===== config.mk =====
export PLATFORM = sky130hd
export DESIGN_NAME = ps2_host_tx_funcmod_flat
export DESIGN_NICKNAME = d
export VERILOG_FILES = /design/src/rtl/ps2_host_tx_funcmod_if.sv /design/src/rtl/ps2_host_tx_funcmod.sv /design/src/flat_wrapper.sv
export SDC_FILE = /design/constraint.sdc
export NUM_CORES = 1
export LEC_CHECK = 0
export CAP_MARGIN = 20
export CORE_MARGIN = 2
export CORE_UTILIZATION = 51
export DETAILED_ROUTE_END_ITERATION = 10
export MAX_ROUTING_LAYER = met4
export PLACE_DENSITY_LB_ADDON = 0.3
export SLEW_MARGIN = 20
export SYNTH_ARGS = -nofsm -noshare
export SYNTH_HDL_FRONTEND = slang
export SYNTH_SLANG_ARGS = --single-unit

===== constraint.sdc =====
create_clock -name CLOCK -period 1.95 [get_ports CLOCK]
set_clock_uncertainty 0.2 [all_clocks]
set_input_delay 0.195 -clock CLOCK [delete_from_list [all_inputs] [get_ports CLOCK]]
set_output_delay 0.195 -clock CLOCK [all_outputs]
set_load 0.005 [all_outputs]

===== src/rtl/ps2_host_tx_funcmod_if.sv =====
// ps2_host_tx_funcmod_if: command handshake between the controlling logic
// and the PS/2 host transmitter (request, byte, busy/done/error status).
interface ps2_host_tx_funcmod_if;
    logic       iStart;
    logic [7:0] iData;
    logic       oBusy;
    logic       oDone;
    logic       oErr;

    modport master (
        output iStart,
        output iData,
        input  oBusy,
        input  oDone,
        input  oErr
    );

    modport slave (
        input  iStart,
        input  iData,
        output oBusy,
        output oDone,
        output oErr
    );
endinterface


===== src/rtl/ps2_host_tx_funcmod.sv =====
// ps2_host_tx_funcmod: PS/2 host-to-device command transmitter (open-collector pull-down enables).
// Optional watchdog abort on a silent device: define PS2TX_TIMEOUT_EN.
module ps2_host_tx_funcmod #(
    parameter int INHIBIT_CYCLES = 5000,
    parameter int TIMEOUT_CYCLES = 750000
) (
    input  logic                        CLOCK,
    input  logic                        RESET,
    ps2_host_tx_funcmod_if.slave        host,
    input  logic                        PS2_CLK,
    input  logic                        PS2_DAT,
    output logic                        oClkLow,
    output logic                        oDatLow
);

    localparam logic [2:0] IDLE    = 3'd0;
    localparam logic [2:0] INHIBIT = 3'd1;
    localparam logic [2:0] SHIFT   = 3'd2;
    localparam logic [2:0] STOP    = 3'd3;
    localparam logic [2:0] ACK     = 3'd4;
    localparam logic [2:0] DONE    = 3'd5;

    localparam int INH_W = $clog2(INHIBIT_CYCLES + 1);
    localparam int WD_W  = $clog2(TIMEOUT_CYCLES + 1);

    localparam logic [INH_W-1:0] INH_LAST = INH_W'(INHIBIT_CYCLES - 1);
    localparam logic [WD_W-1:0]  WD_LAST  = WD_W'(TIMEOUT_CYCLES - 1);

`ifdef PS2TX_TIMEOUT_EN
    localparam bit WD_EN = 1'b1;
`else
    localparam bit WD_EN = 1'b0;
`endif

    logic             clkS1, clkS2, clkPrev;
    logic             datS1, datS2;
    logic             fall;

    logic [2:0]       state;
    logic [8:0]       shiftData;
    logic [3:0]       idx;
    logic [INH_W-1:0] inhCnt;
    logic             busy, done, err;
    logic             clkLow, datLow;

    logic [WD_W-1:0]  wdCnt;
    logic             inFrame;
    logic             wdFire;

    // Bring the asynchronous pins into the CLOCK domain; idle level is high.
    always_ff @(posedge CLOCK) begin
        if (RESET) begin
            clkS1   <= 1'b1;
            clkS2   <= 1'b1;
            clkPrev <= 1'b1;
            datS1   <= 1'b1;
            datS2   <= 1'b1;
        end else begin
            clkS1   <= PS2_CLK;
            clkS2   <= clkS1;
            clkPrev <= clkS2;
            datS1   <= PS2_DAT;
            datS2   <= datS1;
        end
    end

    assign fall    = clkPrev & ~clkS2;
    assign inFrame = (state == SHIFT) || (state == STOP) || (state == ACK);

    // Watchdog: restarts on every device edge, only runs while the device clocks the frame.
    always_ff @(posedge CLOCK) begin
        if (RESET || !WD_EN) begin
            wdCnt <= '0;
        end else if (!inFrame || fall) begin
            wdCnt <= '0;
        end else if (!wdFire) begin
            wdCnt <= wdCnt + 1'b1;
        end
    end

    assign wdFire = WD_EN && inFrame && (wdCnt == WD_LAST);

    // Host request sequence: inhibit, start, data, parity, stop, ACK sample.
    always_ff @(posedge CLOCK) begin
        if (RESET) begin
            state     <= IDLE;
            shiftData <= '0;
            idx       <= '0;
            inhCnt    <= '0;
            busy      <= 1'b0;
            done      <= 1'b0;
            err       <= 1'b0;
            clkLow    <= 1'b0;
            datLow    <= 1'b0;
        end else begin
            done <= 1'b0;
            unique case (state)
                IDLE, DONE: begin
                    state <= IDLE;
                    if (host.iStart) begin
                        shiftData <= {~^host.iData, host.iData};
                        busy      <= 1'b1;
                        err       <= 1'b0;
                        clkLow    <= 1'b1;
                        inhCnt    <= '0;
                        state     <= INHIBIT;
                    end
                end
                INHIBIT: begin
                    if (inhCnt == INH_LAST) begin
                        clkLow <= 1'b0;
                        datLow <= 1'b1;
                        idx    <= '0;
                        inhCnt <= '0;
                        state  <= SHIFT;
                    end else begin
                        inhCnt <= inhCnt + 1'b1;
                    end
                end
                SHIFT: begin
                    if (fall) begin
                        datLow <= ~shiftData[idx];
                        idx    <= idx + 1'b1;
                        if (idx == 4'd8) begin
                            state <= STOP;
                        end
                    end else if (wdFire) begin
                        clkLow <= 1'b0;
                        datLow <= 1'b0;
                        err    <= 1'b1;
                        done   <= 1'b1;
                        busy   <= 1'b0;
                        state  <= DONE;
                    end
                end
                STOP: begin
                    if (fall) begin
                        datLow <= 1'b0;
                        state  <= ACK;
                    end else if (wdFire) begin
                        clkLow <= 1'b0;
                        datLow <= 1'b0;
                        err    <= 1'b1;
                        done   <= 1'b1;
                        busy   <= 1'b0;
                        state  <= DONE;
                    end
                end
                ACK: begin
                    if (fall) begin
                        err   <= datS2;
                        done  <= 1'b1;
                        busy  <= 1'b0;
                        state <= DONE;
                    end else if (wdFire) begin
                        clkLow <= 1'b0;
                        datLow <= 1'b0;
                        err    <= 1'b1;
                        done   <= 1'b1;
                        busy   <= 1'b0;
                        state  <= DONE;
                    end
                end
                default: begin
                    clkLow <= 1'b0;
                    datLow <= 1'b0;
                    busy   <= 1'b0;
                    state  <= IDLE;
                end
            endcase
        end
    end

    assign oClkLow    = clkLow;
    assign oDatLow    = datLow;
    assign host.oBusy = busy;
    assign host.oDone = done;
    assign host.oErr  = err;

endmodule

===== src/flat_wrapper.sv =====
// flat-port wrapper written by rule: the top's interface ports become plain ports
module ps2_host_tx_funcmod_flat 
#(
    parameter int INHIBIT_CYCLES = 5000,
    parameter int TIMEOUT_CYCLES = 750000
)
  (CLOCK, RESET, PS2_CLK, PS2_DAT, oClkLow, oDatLow, host_iStart, host_iData, host_oBusy, host_oDone, host_oErr);
  ps2_host_tx_funcmod_if host_i ();
  input  logic CLOCK;
  input  logic RESET;
  input  logic PS2_CLK;
  input  logic PS2_DAT;
  output logic oClkLow;
  output logic oDatLow;
  input wire logic [$bits(host_i.iStart)-1:0] host_iStart;
  input wire logic [$bits(host_i.iData)-1:0] host_iData;
  output wire logic [$bits(host_i.oBusy)-1:0] host_oBusy;
  output wire logic [$bits(host_i.oDone)-1:0] host_oDone;
  output wire logic [$bits(host_i.oErr)-1:0] host_oErr;
  assign host_i.iStart = host_iStart;
  assign host_i.iData = host_iData;
  assign host_oBusy = host_i.oBusy;
  assign host_oDone = host_i.oDone;
  assign host_oErr = host_i.oErr;
  ps2_host_tx_funcmod #(.INHIBIT_CYCLES(INHIBIT_CYCLES), .TIMEOUT_CYCLES(TIMEOUT_CYCLES)) u_core (.CLOCK(CLOCK), .RESET(RESET), .host(host_i), .PS2_CLK(PS2_CLK), .PS2_DAT(PS2_DAT), .oClkLow(oClkLow), .oDatLow(oDatLow));
endmodule

**Word level (Yosys, flattened, before mapping)**

Index checks and enable logic that the tools add are counted.

- Logic and storage cells: 82
- Output and inout bits: 5
- Flip-flop bits (word level): 39
- Bits of input ports: 13

- Multiplexer cells: 27
- Reduce and logical (&&, ||, !) cells: 18
- Equality and inequality tests: 13
- $add $sub $neg: 2
- Bitwise gates (word level): 7
- Magnitude comparators: 1

Operators with widths:

| cell | count |
|---|---|
| two-way mux 13 bit | 2 |
| one-hot mux 13 bit (2 select lines) | 1 |
| two-way mux 3 bit | 5 |
| one-hot mux 3 bit (5 select lines) | 1 |
| adder 13 x 1 -> 13 bit (second input constant) | 1 |
| equality test 13 bit (second input constant) | 1 |
| AND reduction 3 bit | 4 |
| two-way mux 1 bit | 10 |
| OR reduction 3 bit | 3 |
| two-way mux 4 bit | 2 |
| inequality test 2 x 1 -> 1 bit (second input constant) | 4 |
| one-hot mux 4 bit (2 select lines) | 1 |
| XNOR reduction 8 bit | 1 |
| equality test 3 x 2 -> 1 bit (second input constant) | 2 |
| equality test 3 bit (second input constant) | 2 |
| NOT 1 bit | 6 |
| one-hot mux 1 bit (3 select lines) | 2 |
| nonzero test 2 bit | 3 |
| less-than comparator 4 x 5 -> 1 bit (second input constant) | 1 |
| AND reduction 5 bit | 1 |
| adder 4 x 1 -> 4 bit (second input constant) | 1 |
| binary-select mux 1 bit (select 4 bit) | 1 |
| equality test 4 bit (second input constant) | 1 |
| inequality test 2 bit (second input constant) | 2 |
| 8 further kinds | 10 |

**Logic depth before layout (Yosys ltp)**

Gate-level depths: netlist of run 1.

- Word-level depth: 5
- Gate-level depth with buffers: 7
- Gate-level depth less buffers: 6

**Worst setup path after synthesis of run 1**

No wires, ideal clock.

- Kind: register to register
- From: register u_core.inhCnt[4]
- To: register u_core.idx[3]
- Slack: 48 ps
- Cell stages (with the launch flop): 7
- Required time: 1635 ps
- Clock period less this slack: 1902 ps
- Arrival: 1587 ps
- Cells stage by stage: dfxtp_1 or4b_4 nor3_4 buf_4 o211ai_1 xnor2_1 and2_1

- Longest elaborated chain between the ends: 3

Ends and longest elaborated chain:

| element | RTL line | source |
|---|---|---|
| from (decl) | ps2_host_tx_funcmod.sv:42 | `logic [INH_W-1:0] inhCnt;` |
| from (signal assigned) | ps2_host_tx_funcmod.sv:117 | `inhCnt <= inhCnt + 1'b1;` |
| equality test 13 bit | ps2_host_tx_funcmod.sv:110 | `if (inhCnt == INH_LAST) begin` |
| inequality test 2 x 1 -> 1 bit (no source line) | -- |  |
| AND reduction 3 bit (no source line) | -- |  |
| to (signal assigned) | ps2_host_tx_funcmod.sv:123 | `idx <= idx + 1'b1;` |
| to (decl) | ps2_host_tx_funcmod.sv:41 | `logic [3:0] idx;` |

No other way between the ends.
A chain may end at the register's enable or synchronous reset.

**Worst setup path after layout of run 1**

- From: register u_core.inhCnt[10]
- To: register u_core.idx[2]

Same word-level chain as after synthesis.

==> results of run 1 <==
sequential cells by signal, indices dropped and copies added, names as in the netlist:
name,count
u_core.oDatLow,1
u_core.datS2,1
u_core.idx,4
u_core.host.oErr,1
u_core.clkPrev,1
u_core.oClkLow,1
u_core.inhCnt,13
u_core.datS1,1
u_core.clkS1,1
u_core.host.oDone,1
u_core.clkS2,1
u_core.host.oBusy,1
u_core.shiftData,9
u_core.state,3
worst max-delay path, delay by kind of cell (launching register included):
family	cells	cell delay, ps
buffers and inverters	1	140
AOI/OAI and AO/OA	2	160
and+or+nand+nor	3	1060
DFF	1	310
per-layer routing:
layer | vias to the layer above | wire length (µm) | share of wire | track usage
met5 | - | 0 | 0 | -
met4 | 0 | 98 | 0.025 | 0.120
met3 | 8 | 129 | 0.032 | 0.0411
met2 | 34 | 1820 | 0.46 | 0.330
met1 | 769 | 1930 | 0.48 | 0.294
li1 | 847 | - | - | -
cell usage after synthesis, types with 5 or more instances:
cell / n
mux2i_1: 13
dfxtp_1: 39
inv_1: 6
clkbuf_1: 6
nand4_1: 8
or2_2: 5
xnor2_1: 8
xor2_1: 7
nand2b_1: 5
nand2_1: 13
nor3_1: 5
nor2_1: 34
a21oi_1: 12
o21ai_0: 6
cell families after synthesis:
| logic type | count (synthesis) | synth area share |
|---|---|---|
| adders and majority gates | 3 | 0.0197 |
| muxes | 14 | 0.0800 |
| DFF | 39 | 0.409 |
| xor gates and xnor gates | 15 | 0.0689 |
| and+or+nand+nor | 92 | 0.254 |
| AOI/OAI and AO/OA | 39 | 0.133 |
| buffers and inverters | 16 | 0.0354 |
stage by stage:
| stage | utilization | instance area (µm²) | instances |
|---|---|---|---|
| 5_1_grt | 0.671 | 2440 | 307 |
| 3_3_place_gp | 0.631 | 2290 | 298 |
| 6_report | 0.671 | 2440 | 307 |
| 4_1_cts | 0.670 | 2430 | 307 |
| 3_5_place_dp | 0.631 | 2290 | 298 |
| 2_1_floorplan | - | 1910 | 218 |
worst max path at each step:
stage / endpoint / start / cells after the start / slack [ps]
finish: u_core.idx[2] / u_core.inhCnt[10] / 6 / -10
global route: u_core.idx[2] / u_core.inhCnt[10] / 6 / -70
CTS: u_core.idx[2] / u_core.inhCnt[10] / 6 / -7
detailed placement: u_core.idx[2] / u_core.inhCnt[4] / 6 / -50
global placement: u_core.idx[2] / u_core.inhCnt[4] / 5 / -10
floorplan: u_core.idx[3] / u_core.inhCnt[4] / 6 / 50
cell type report:
class                   instances  area (µm²)  area share
clock buffers                   6        82.6      0.0338
flip-flops and latches         39         781       0.320
multi-input cells             163        1070       0.438
well taps                      48        60.1      0.0246
inverters                       6        22.5     0.00923
clock inverters                 2        35.0      0.0144
repair buffers                 43         390       0.160
power by group through the flow:
stage	registers [µW]	logic, µW	clock network, µW
2_1_floorplan	948	510	0
3_3_place_gp	945	775	0
3_5_place_dp	947	784	0
4_1_cts	929	789	711
5_1_grt	935	897	745
6_report	928	801	702
what timing repair did:
action	4_1_cts	5_1_grt
pin swaps	2	3
setup endpoints to repair	14	8
buffers inserted	1	0
resized for setup	2	1
==> metrics.md, run 1 <==
| Metric | Value |
|---|---|
| Number of detailed-route iterations in the first pass | `4` |
| Switching pwr | `757 µW` |
| Setup TNS | `-10.7 ps` |
| Vias in the first global route | `~1,600` |
| Post-Syn Area | `between 1500 and 2000 µm²` |
| Filler Cell Count | `between 300 and 400` |
| RSZ-0062 raised after global routing | `yes` |
| Yosys warnings | `0` |
| WS Path Type | `flop to flop` |
| Post-CTS Hold Buffers | `0` |
| Crit Path Max Fanout | `8` |
| Worst hold slack | `between 200 and 250 ps` |
| Min Tclk post-route | `1960 ps` |
| Fraction of power spent switching nets | `0.311` |
| Nets | `274` |
| Worst-skew pair later-pin latency | `~300 ps` |
| Design Power | `2430 µW` |
| Core box area | `about 3600 µm²` |
| Sequential-to-total area share from yosys stat | `0.409` |
| Htree depth | `2` |
| CP endpoint kind | `flop` |
| EDFF count, synth | `0` |
| Relative slew slack | `0.667` |
| Top_reg_cell synth | `dfxtp_1` |
| Max-slew violation count | `0` |
| Clock Sink Count | `39` |
| Worst path max stage delay | `540 ps` |
| Area Growth Syn to Fin | `28.0%` |
| Global-route wire length before repair | `7110 µm` |
| Worst R2R Start | `u_core.inhCnt[10]` |
| Hold Vio Cnt, Final | `0` |
| R2r setup slk | `-10 ps` |
| Clk Tree Root Cell | `clkbuf_8` |
| Die area | `~4200 µm²` |
| FF-to-FF path depth | `6` |
| Tot GR Track Use | `0.224` |
| Num CTS Buffers | `5` |
| Hold path cells | `1` |
| Failing checks | `setup timing` |
| Pwr dens | `997 nW/µm²` |
| Routed vias/inst | `roughly 5.4` |
| Starting Density | `0.525` |
| Status | `complete, but fails checks` |
| Dpl hpwl | `2960 µm` |
| Fmax | `510 MHz` |
| Die width | `between 60 and 70 µm` |
| Slowest cell on crit path | `or4b_4` |
| Cell row count | `22` |
| DR vias | `approximately 1,700` |
| Antenna viol nets, final | `0` |
| # IOs | `18` |
| VDD IR max | `0.507 mV` |
| Largest net degree at the start of global routing | `20` |
| Power Internal | `1670 µW` |
| DRC violations left | `0` |
| Number of synthesized register bits | `39` |
| Crit path DAT | `1980 ps` |
| Commonest non-fill, non-tap cell in the layout | `dfxtp_1` |
| Ant. Diodes | `0` |
| DR WL/cell | `13.0 µm` |
| Worst Path Required | `1970 ps` |
| Reg power frac | `0.382` |
| Worst-margin pin slew | `495 ps` |
| Post-Synthesis Cells | `218` |
| Global route total overflow | `0` |
| HP Class | `flop to flop` |
| Final setup margin | `-10.7 ps` |
| Clock Path Buffers | `2` |
| Comb pwr share | `0.330` |
| CTS tree | `built` |
| Pre-CTS setup slack | `-52.0 ps` |
| Initial DRC count | `125` |
| Fraction of registers with async set/reset | `0` |
| Synth Net Count | `234` |
| Reg2reg end | `u_core.idx[2]` |
| DIE HEIGHT | `65.1 µm` |
| Final setup fails | `1` |
| Syn Area/Cell | `8.75 µm²` |
| Period Utilization, post-route | `1.01` |
| MaxCap Viol Count | `0` |
| Yosys top cell area share | `0.409` |
| Layout cell share with drive strength beyond 1 | `0.178` |
| Synth area leaders | `dfxtp_1, mux2i_1, nor2_1` |
| CTS clk-pin slew, worst paths | `80 ps` |
| Most frequent cells in the layout | `dfxtp_1, nor2_1, buf_4, clkdlybuf4s50_1` |
| Crit-path cells | `or4b_4 -> nor3_4 -> buf_12 -> o21ai_2 -> or3_1 -> a21boi_1` |
| Detailed Route WL | `3980 µm` |
| Min-delay src | `u_core.datS1` |
| Initial antenna violation count | `0` |
| Worst Setup Start Kind | `flop` |
| Area leader, netlist | `dfxtp_1` |
| Leak Pwr | `~0.00096 µW` |
| Gpl congestion | `0.873` |
| Worst Hold Path EP | `u_core.datS2` |
| Unique cell type count in the Yosys netlist | `40` |
| Clock power frac | `0.289` |
| PortBufs | `17` |
(Power assumes the default switching activity.)
==> run 2: changes to the inputs <==
Settings changed: CORE_ASPECT_RATIO set to 1.1, SLEW_MARGIN 20 to 15.
==> run 2 against run 1 <==
Compared with the run above:
- the run still ends with setup timing left
- wire length barely moved
- critical endpoint unchanged
- largest power group unchanged
- non-clock buffer count stayed put
- maximum frequency grew 0.23%
==> metrics.md, run 2 (synthesis results as in run 1) <==
| Metric | Value |
|---|---|
| Status | `complete, but fails checks` |
| Failing checks | `setup timing` |
| Fmax | `511 MHz (+0.23%)` |
| Ant. Diodes | `0 (unchanged)` |
| Worst hold slack | `215 ps (+4.31 ps)` |
| WS Path Type | `flop to flop` |
| Global-route wire length before repair | `6980 µm (-1.8%)` |
| Cell row count | `23 (+4.5%)` |
| Pwr dens | `933 nW/µm² (-6.4%)` |
| Most frequent cells in the layout | `dfxtp_1, nor2_1, buf_4, clkdlybuf4s50_1, mux2i_1` |
| Reg2reg end | `u_core.idx[2]` |
| Largest registers | `u_core.inhCnt (13), u_core.shiftData (9), u_core.idx (4)` |
| Final setup margin | `-6.18 ps (+4.56 ps)` |
| Antenna viol nets, final | `0 (unchanged)` |
| Tot GR Track Use | `0.216 (-0.00784)` |
| DP Area | `2290 µm² (-0.22%)` |
| Max-slew violation count | `0 (unchanged)` |
| Global route total overflow | `0 (unchanged)` |
| Layout cell share with drive strength beyond 1 | `0.178 (unchanged)` |
| Worst setup endpoint | `u_core.idx[2]` |
| Filler Cell Count | `340 (+9.0%)` |
| Clk Tree Root Cell | `clkbuf_8` |
| Slowest cell on crit path | `or4b_4` |
| Fraction of power spent switching nets | `0.332 (+0.0202)` |
| Worst-skew pair later-pin latency | `290 ps (about the same)` |
| Clock Path Buffers | `2 (unchanged)` |
| Worst Path Required | `1980 ps (about the same)` |
| Worst Setup Start Kind | `flop` |
| Clock power frac | `0.236 (-0.053)` |
| Number of detailed-route iterations in the first pass | `4 (unchanged)` |
| CTS tree | `built` |
| # IOs | `18 (unchanged)` |
| Max FFs per register | `13 (unchanged)` |
| Design area | `2400 µm² (-1.5%)` |
| Final setup fails | `1 (unchanged)` |
| Detailed Route WL | `3980 µm (about the same)` |
| RSZ-0062 raised after global routing | `yes` |
| Reg power frac | `0.415 (+0.033)` |
| Period Utilization, post-route | `1.00 (-0.00234)` |
| Crit-path cells | `or4b_4 -> nor3_4 -> buf_6 -> o21ai_2 -> or3_1 -> a21boi_1` |
| DIE HEIGHT | `68.1 µm (+4.6%)` |
| Worst-margin pin slew | `515 ps (+19.3 ps)` |
| VDD IR max | `0.578 mV (+14%)` |
| Nets | `274 (unchanged)` |
| Worst R2R Start | `u_core.inhCnt[4]` |
| Initial DRC count | `68 (-46%)` |
| Core box area | `3630 µm² (-0.21%)` |
| Clock Sink Count | `39 (unchanged)` |
| Vias in the first global route | `1,539 (-0.84%)` |
| Commonest non-fill, non-tap cell in the layout | `dfxtp_1` |
| Initial antenna violation count | `0 (unchanged)` |
| Die width | `62.3 µm (-4.4%)` |
| Dpl hpwl | `2960 µm (+0.12%)` |
| PortBufs | `17 (unchanged)` |
| Htree depth | `2 (unchanged)` |
| MaxCap Viol Count | `0 (unchanged)` |
| R2r setup slk | `-6 ps (about the same)` |
| Num CTS Buffers | `5 (unchanged)` |
| Gpl congestion | `0.889 (+1.8%)` |
| Comb pwr share | `0.349 (+0.019)` |
| Crit Path Max Fanout | `8 (unchanged)` |
| Register bank with the most flops | `u_core.inhCnt` |
| Min Tclk post-route | `1960 ps (-4.56 ps)` |
| Area Growth Syn to Fin | `26.0%` |
| HP Class | `flop to flop` |
| DR vias | `1,680 (+1.3%)` |
| Crit. Startpoint | `u_core.inhCnt[4]` |
| CTS clk-pin slew, worst paths | `70 ps (about the same)` |
| Routed vias/inst | `5.44 (+0.67%)` |
| Hold Vio Cnt, Final | `0 (unchanged)` |
| Design Power | `2240 µW (-7.9%)` |
| Largest net degree at the start of global routing | `20 (unchanged)` |
| DRC violations left | `0 (unchanged)` |
| Worst path max stage delay | `540 ps (about the same)` |
| FF-to-FF path depth | `6 (unchanged)` |
| Die area | `4240 µm² (about the same)` |
| Switching pwr | `743 µW (-1.9%)` |
| Starting Density | `0.526 (+0.00109)` |
| Crit path DAT | `1980 ps (about the same)` |
| Power Internal | `1500 µW (-11%)` |
| CP endpoint kind | `flop` |
| Leak Pwr | `0.000947 µW (-1.9%)` |
| Relative slew slack | `0.656 (-0.0110)` |
| DR WL/cell | `12.9 µm (-0.62%)` |
run 2: power groups by stage:
stage                     Sequential [µW]  Combinational [µW]  Clock [µW]
after CTS                             931                 779         541
after detailed placement              949                 775           0
after floorplan                       948                 510           0
after global placement                945                 763           0
after global routing                  941                 874         569
final                                 929                 783         528
run 2: worst min path at each step:
stage	start	to	slack [ps]	cells past startpoint
6_report	u_core.datS1	u_core.datS2	210	1
5_1_grt	u_core.datS1	u_core.datS2	230	1
4_1_cts	u_core.datS1	u_core.datS2	220	1
3_5_place_dp	u_core.datS1	u_core.datS2	200	1
3_3_place_gp	u_core.datS1	u_core.datS2	190	1
2_1_floorplan	PS2_CLK	u_core.clkS1	100	1
run 2: per-layer routing:
layer  up-vias  global-route usage  part of all wire
li1        852                   -                 -
met1       784               0.256              0.44
met2        38               0.367              0.50
met3         6              0.0411             0.040
met4         0              0.0944             0.016
met5         -                   -                 0
run 2: layout make-up:
cell class,instances,area [µm²],share of cell area
multi-input cells,163,1070,0.446
clock buffers,7,76.3,0.0318
inverters,6,22.5,0.00938
flip-flops and latches,39,782,0.326
well taps,50,62.6,0.0260
repair buffers,43,382,0.159
clock inverters,1,5.00,0.00208
run 2: worst max-delay path, delay by kind of cell (launching register included):
| kind | cells | cell delay (ps) |
|---|---|---|
| AO/OA/AOI/OAI | 2 | 180 |
| buffers and inverters | 1 | 150 |
| flip-flops | 1 | 320 |
| AND/OR/NAND/NOR | 3 | 1040 |
run 2: through the flow:
stage	setup slack [ps]	instances	utilization	TNS, ps
after floorplan	47.8	218	-	0
after global placement	4.64	299	0.631	0
after detailed placement	-32.3	299	0.631	-32.3
after CTS	4.81	308	0.657	0
after global routing	-65.5	309	0.663	-176
final	-6.18	309	0.663	-6.18
run 2: what timing repair did:
action / 4_1_cts / 5_1_grt
endpoints found under the setup margin: 4 / 6
resized for setup: 2 / 4
cloned: 0 / 0
pin swaps: 2 / 2
setup buffers: 1 / 1
hold buffers: 0 / 0
==> run 3: changes to the inputs <==
Settings changed: SLEW_MARGIN 15 to 20, TNS_END_PERCENT set to 1.
==> run 3 against run 2 <==
Compared with the run above:
- the flow still finishes with violations (setup timing)
- first-iteration DRC count decreased by 2.9%
- clock-buffer cell count unchanged
- combinational power about the same
- critical path type unchanged
- largest cell class unchanged
==> metrics.md, run 3 (synthesis results as in run 1) <==
| Metric | Value |
|---|---|
| PortBufs | `17 (unchanged)` |
| Period Utilization, post-route | `1.00 (about the same)` |
| Post-CTS Hold Buffers | `0 (unchanged)` |
| Fraction of power spent switching nets | `0.332 (+0.000355)` |
| Worst path max stage delay | `540 ps (about the same)` |
| Global route total overflow | `0 (unchanged)` |
| Largest registers | `u_core.inhCnt (13), u_core.shiftData (9), u_core.idx (4)` |
| Status | `complete, but fails checks` |
| Power Internal | `1500 µW (about the same)` |
| Setup TNS | `-6.22 ps (-0.0417 ps)` |
| DIE HEIGHT | `68.1 µm (unchanged)` |
| Detailed Route WL | `3990 µm (+0.18%)` |
| Clock power frac | `0.236 (about the same)` |
| Gpl congestion | `0.889 (unchanged)` |
| Worst hold slack | `215 ps (-0.171 ps)` |
| Crit Path Max Fanout | `8 (unchanged)` |
| Max-slew violation count | `0 (unchanged)` |
| Worst-skew pair later-pin latency | `290 ps (about the same)` |
| Die area | `4240 µm² (unchanged)` |
| Fmax | `511 MHz (about the same)` |
| RSZ-0062 raised after global routing | `yes` |
| Util after Layout | `0.663 (unchanged)` |
| CP endpoint kind | `flop` |
| Crit-path cells | `or4b_4 -> nor3_4 -> buf_6 -> o21ai_2 -> or3_1 -> a21boi_1` |
| Filler Cell Count | `340 (unchanged)` |
| Routed vias/inst | `5.46 (+0.48%)` |
| Initial antenna violation count | `0 (unchanged)` |
| Core box area | `3630 µm² (unchanged)` |
| DR WL/cell | `12.9 µm (+0.18%)` |
| Slowest cell on crit path | `or4b_4` |
| Dpl hpwl | `2960 µm (unchanged)` |
| Clock Sink Count | `39 (unchanged)` |
| Comb pwr share | `0.349 (about the same)` |
| Worst setup endpoint | `u_core.idx[2]` |
| Most frequent cells in the layout | `dfxtp_1, nor2_1, buf_4, clkdlybuf4s50_1, mux2i_1` |
| Num CTS Buffers | `5 (unchanged)` |
| Failing checks | `setup timing` |
| Ant. Diodes | `0 (unchanged)` |
| MaxCap Viol Count | `0 (unchanged)` |
| Largest net degree at the start of global routing | `20 (unchanged)` |
| Design area | `2400 µm² (unchanged)` |
| Placed instance count | `299 (unchanged)` |
| Cell row count | `23 (unchanged)` |
| Htree depth | `2 (unchanged)` |
| Worst Path Required | `1980 ps (about the same)` |
| Final setup margin | `-6.22 ps (-0.0417 ps)` |
| CTS tree | `built` |
| DR vias | `1,688 (+0.48%)` |
| Switching pwr | `744 µW (+0.16%)` |
| FF/Latch Area | `782 µm² (unchanged)` |
| Clk Tree Root Cell | `clkbuf_8` |
| HP Class | `flop to flop` |
| Post-route insts no fill | `309 (unchanged)` |
| Min Tclk post-route | `1960 ps (+0.0417 ps)` |
| Clock Path Buffers | `2 (unchanged)` |
| DP Area | `2290 µm² (unchanged)` |
| Critical path's top delay family | `simple AND/OR/NAND/NOR gates` |
| Nets | `274 (unchanged)` |
| Final setup fails | `1 (unchanged)` |
| Crit. Startpoint | `u_core.inhCnt[4]` |
| Crit path DAT | `1980 ps (about the same)` |
| WS Path Type | `flop to flop` |
| CTS clk-pin slew, worst paths | `70 ps (about the same)` |
| Area Growth Syn to Fin | `26.0% (unchanged)` |
| Worst R2R Start | `u_core.inhCnt[4]` |
| Die width | `62.3 µm (unchanged)` |
| Global-route wire length before repair | `6980 µm (unchanged)` |
| Starting Density | `0.526 (unchanged)` |
| FF-to-FF path depth | `6 (unchanged)` |
| VDD IR max | `0.577 mV (-0.11%)` |
| Worst Setup Start Kind | `flop` |
| Worst-margin pin slew | `509 ps (-5.71 ps)` |
| # IOs | `18 (unchanged)` |
| Hold Vio Cnt, Final | `0 (unchanged)` |
| Tot GR Track Use | `0.216 (unchanged)` |
| Antenna viol nets, final | `0 (unchanged)` |
| Reg2reg end | `u_core.idx[2]` |
| Register bank with the most flops | `u_core.inhCnt` |
| WP buf/inv | `1 (unchanged)` |
| Commonest non-fill, non-tap cell in the layout | `dfxtp_1` |
| Hold path cells | `1 (unchanged)` |
| Initial DRC count | `66 (-2.9%)` |
| Vias in the first global route | `1,539 (unchanged)` |
| Pwr dens | `933 nW/µm² (about the same)` |
| Area of the multi-input gates | `1070 µm² (unchanged)` |
| Max FFs per register | `13 (unchanged)` |
| Leak Pwr | `0.000947 µW (unchanged)` |
| Layout cell share with drive strength beyond 1 | `0.178 (unchanged)` |
| R2r setup slk | `-6 ps (about the same)` |
| Reg power frac | `0.415 (about the same)` |
| DRC violations left | `0 (unchanged)` |
| Critical path depth | `6 (unchanged)` |
| Number of detailed-route iterations in the first pass | `4 (unchanged)` |
| Relative slew slack | `0.660 (+0.00381)` |
-- run 3: layer usage --
layer	vias up	part of all wire	routed length [µm]	GRT usage
met2	44	0.50	2000	0.367
met5	-	0	0	-
met4	0	0.016	62	0.0944
met3	6	0.042	166	0.0411
met1	787	0.44	1760	0.256
li1	851	-	-	-
-- run 3: through the flow --
stage / power, µW / setup slack, ps
floorplan: 1460 / 47.8
global placement: 1710 / 4.64
detailed placement: 1720 / -32.3
CTS: 2250 / 4.81
global route: 2380 / -65.5
finish: 2240 / -6.22
-- run 3: worst min-delay path by stage --
stage / slack (ps) / endpoint / start
after CTS: 220 / u_core.datS2 / u_core.datS1
after floorplan: 100 / u_core.clkS1 / PS2_CLK
after detailed placement: 200 / u_core.datS2 / u_core.datS1
after global routing: 230 / u_core.datS2 / u_core.datS1
after global placement: 190 / u_core.datS2 / u_core.datS1
final: 210 / u_core.datS2 / u_core.datS1
-- run 3: cell type report --
cell class,count,share of cell area
sequential,39,0.326
multi-input combinational,163,0.446
clock buffer,7,0.0318
inverter,6,0.00938
clock inverter,1,0.00208
timing repair buffer,43,0.159
tap,50,0.0260
-- run 3: repair_timing --
| item | in CTS | in global routing |
|---|---|---|
| buffers inserted | 1 | 1 |
| hold endpoints to repair | 0 | 0 |
| pin swaps | 2 | 2 |
| resized for setup | 2 | 4 |
| endpoints found under the setup margin | 4 | 6 |
-- run 3: power by group through the flow --
stage / logic, µW / clock network [µW] / registers, µW
5_1_grt: 874 / 569 / 941
2_1_floorplan: 510 / 0 / 948
4_1_cts: 779 / 541 / 931
3_3_place_gp: 763 / 0 / 945
3_5_place_dp: 775 / 0 / 949
6_report: 783 / 529 / 929
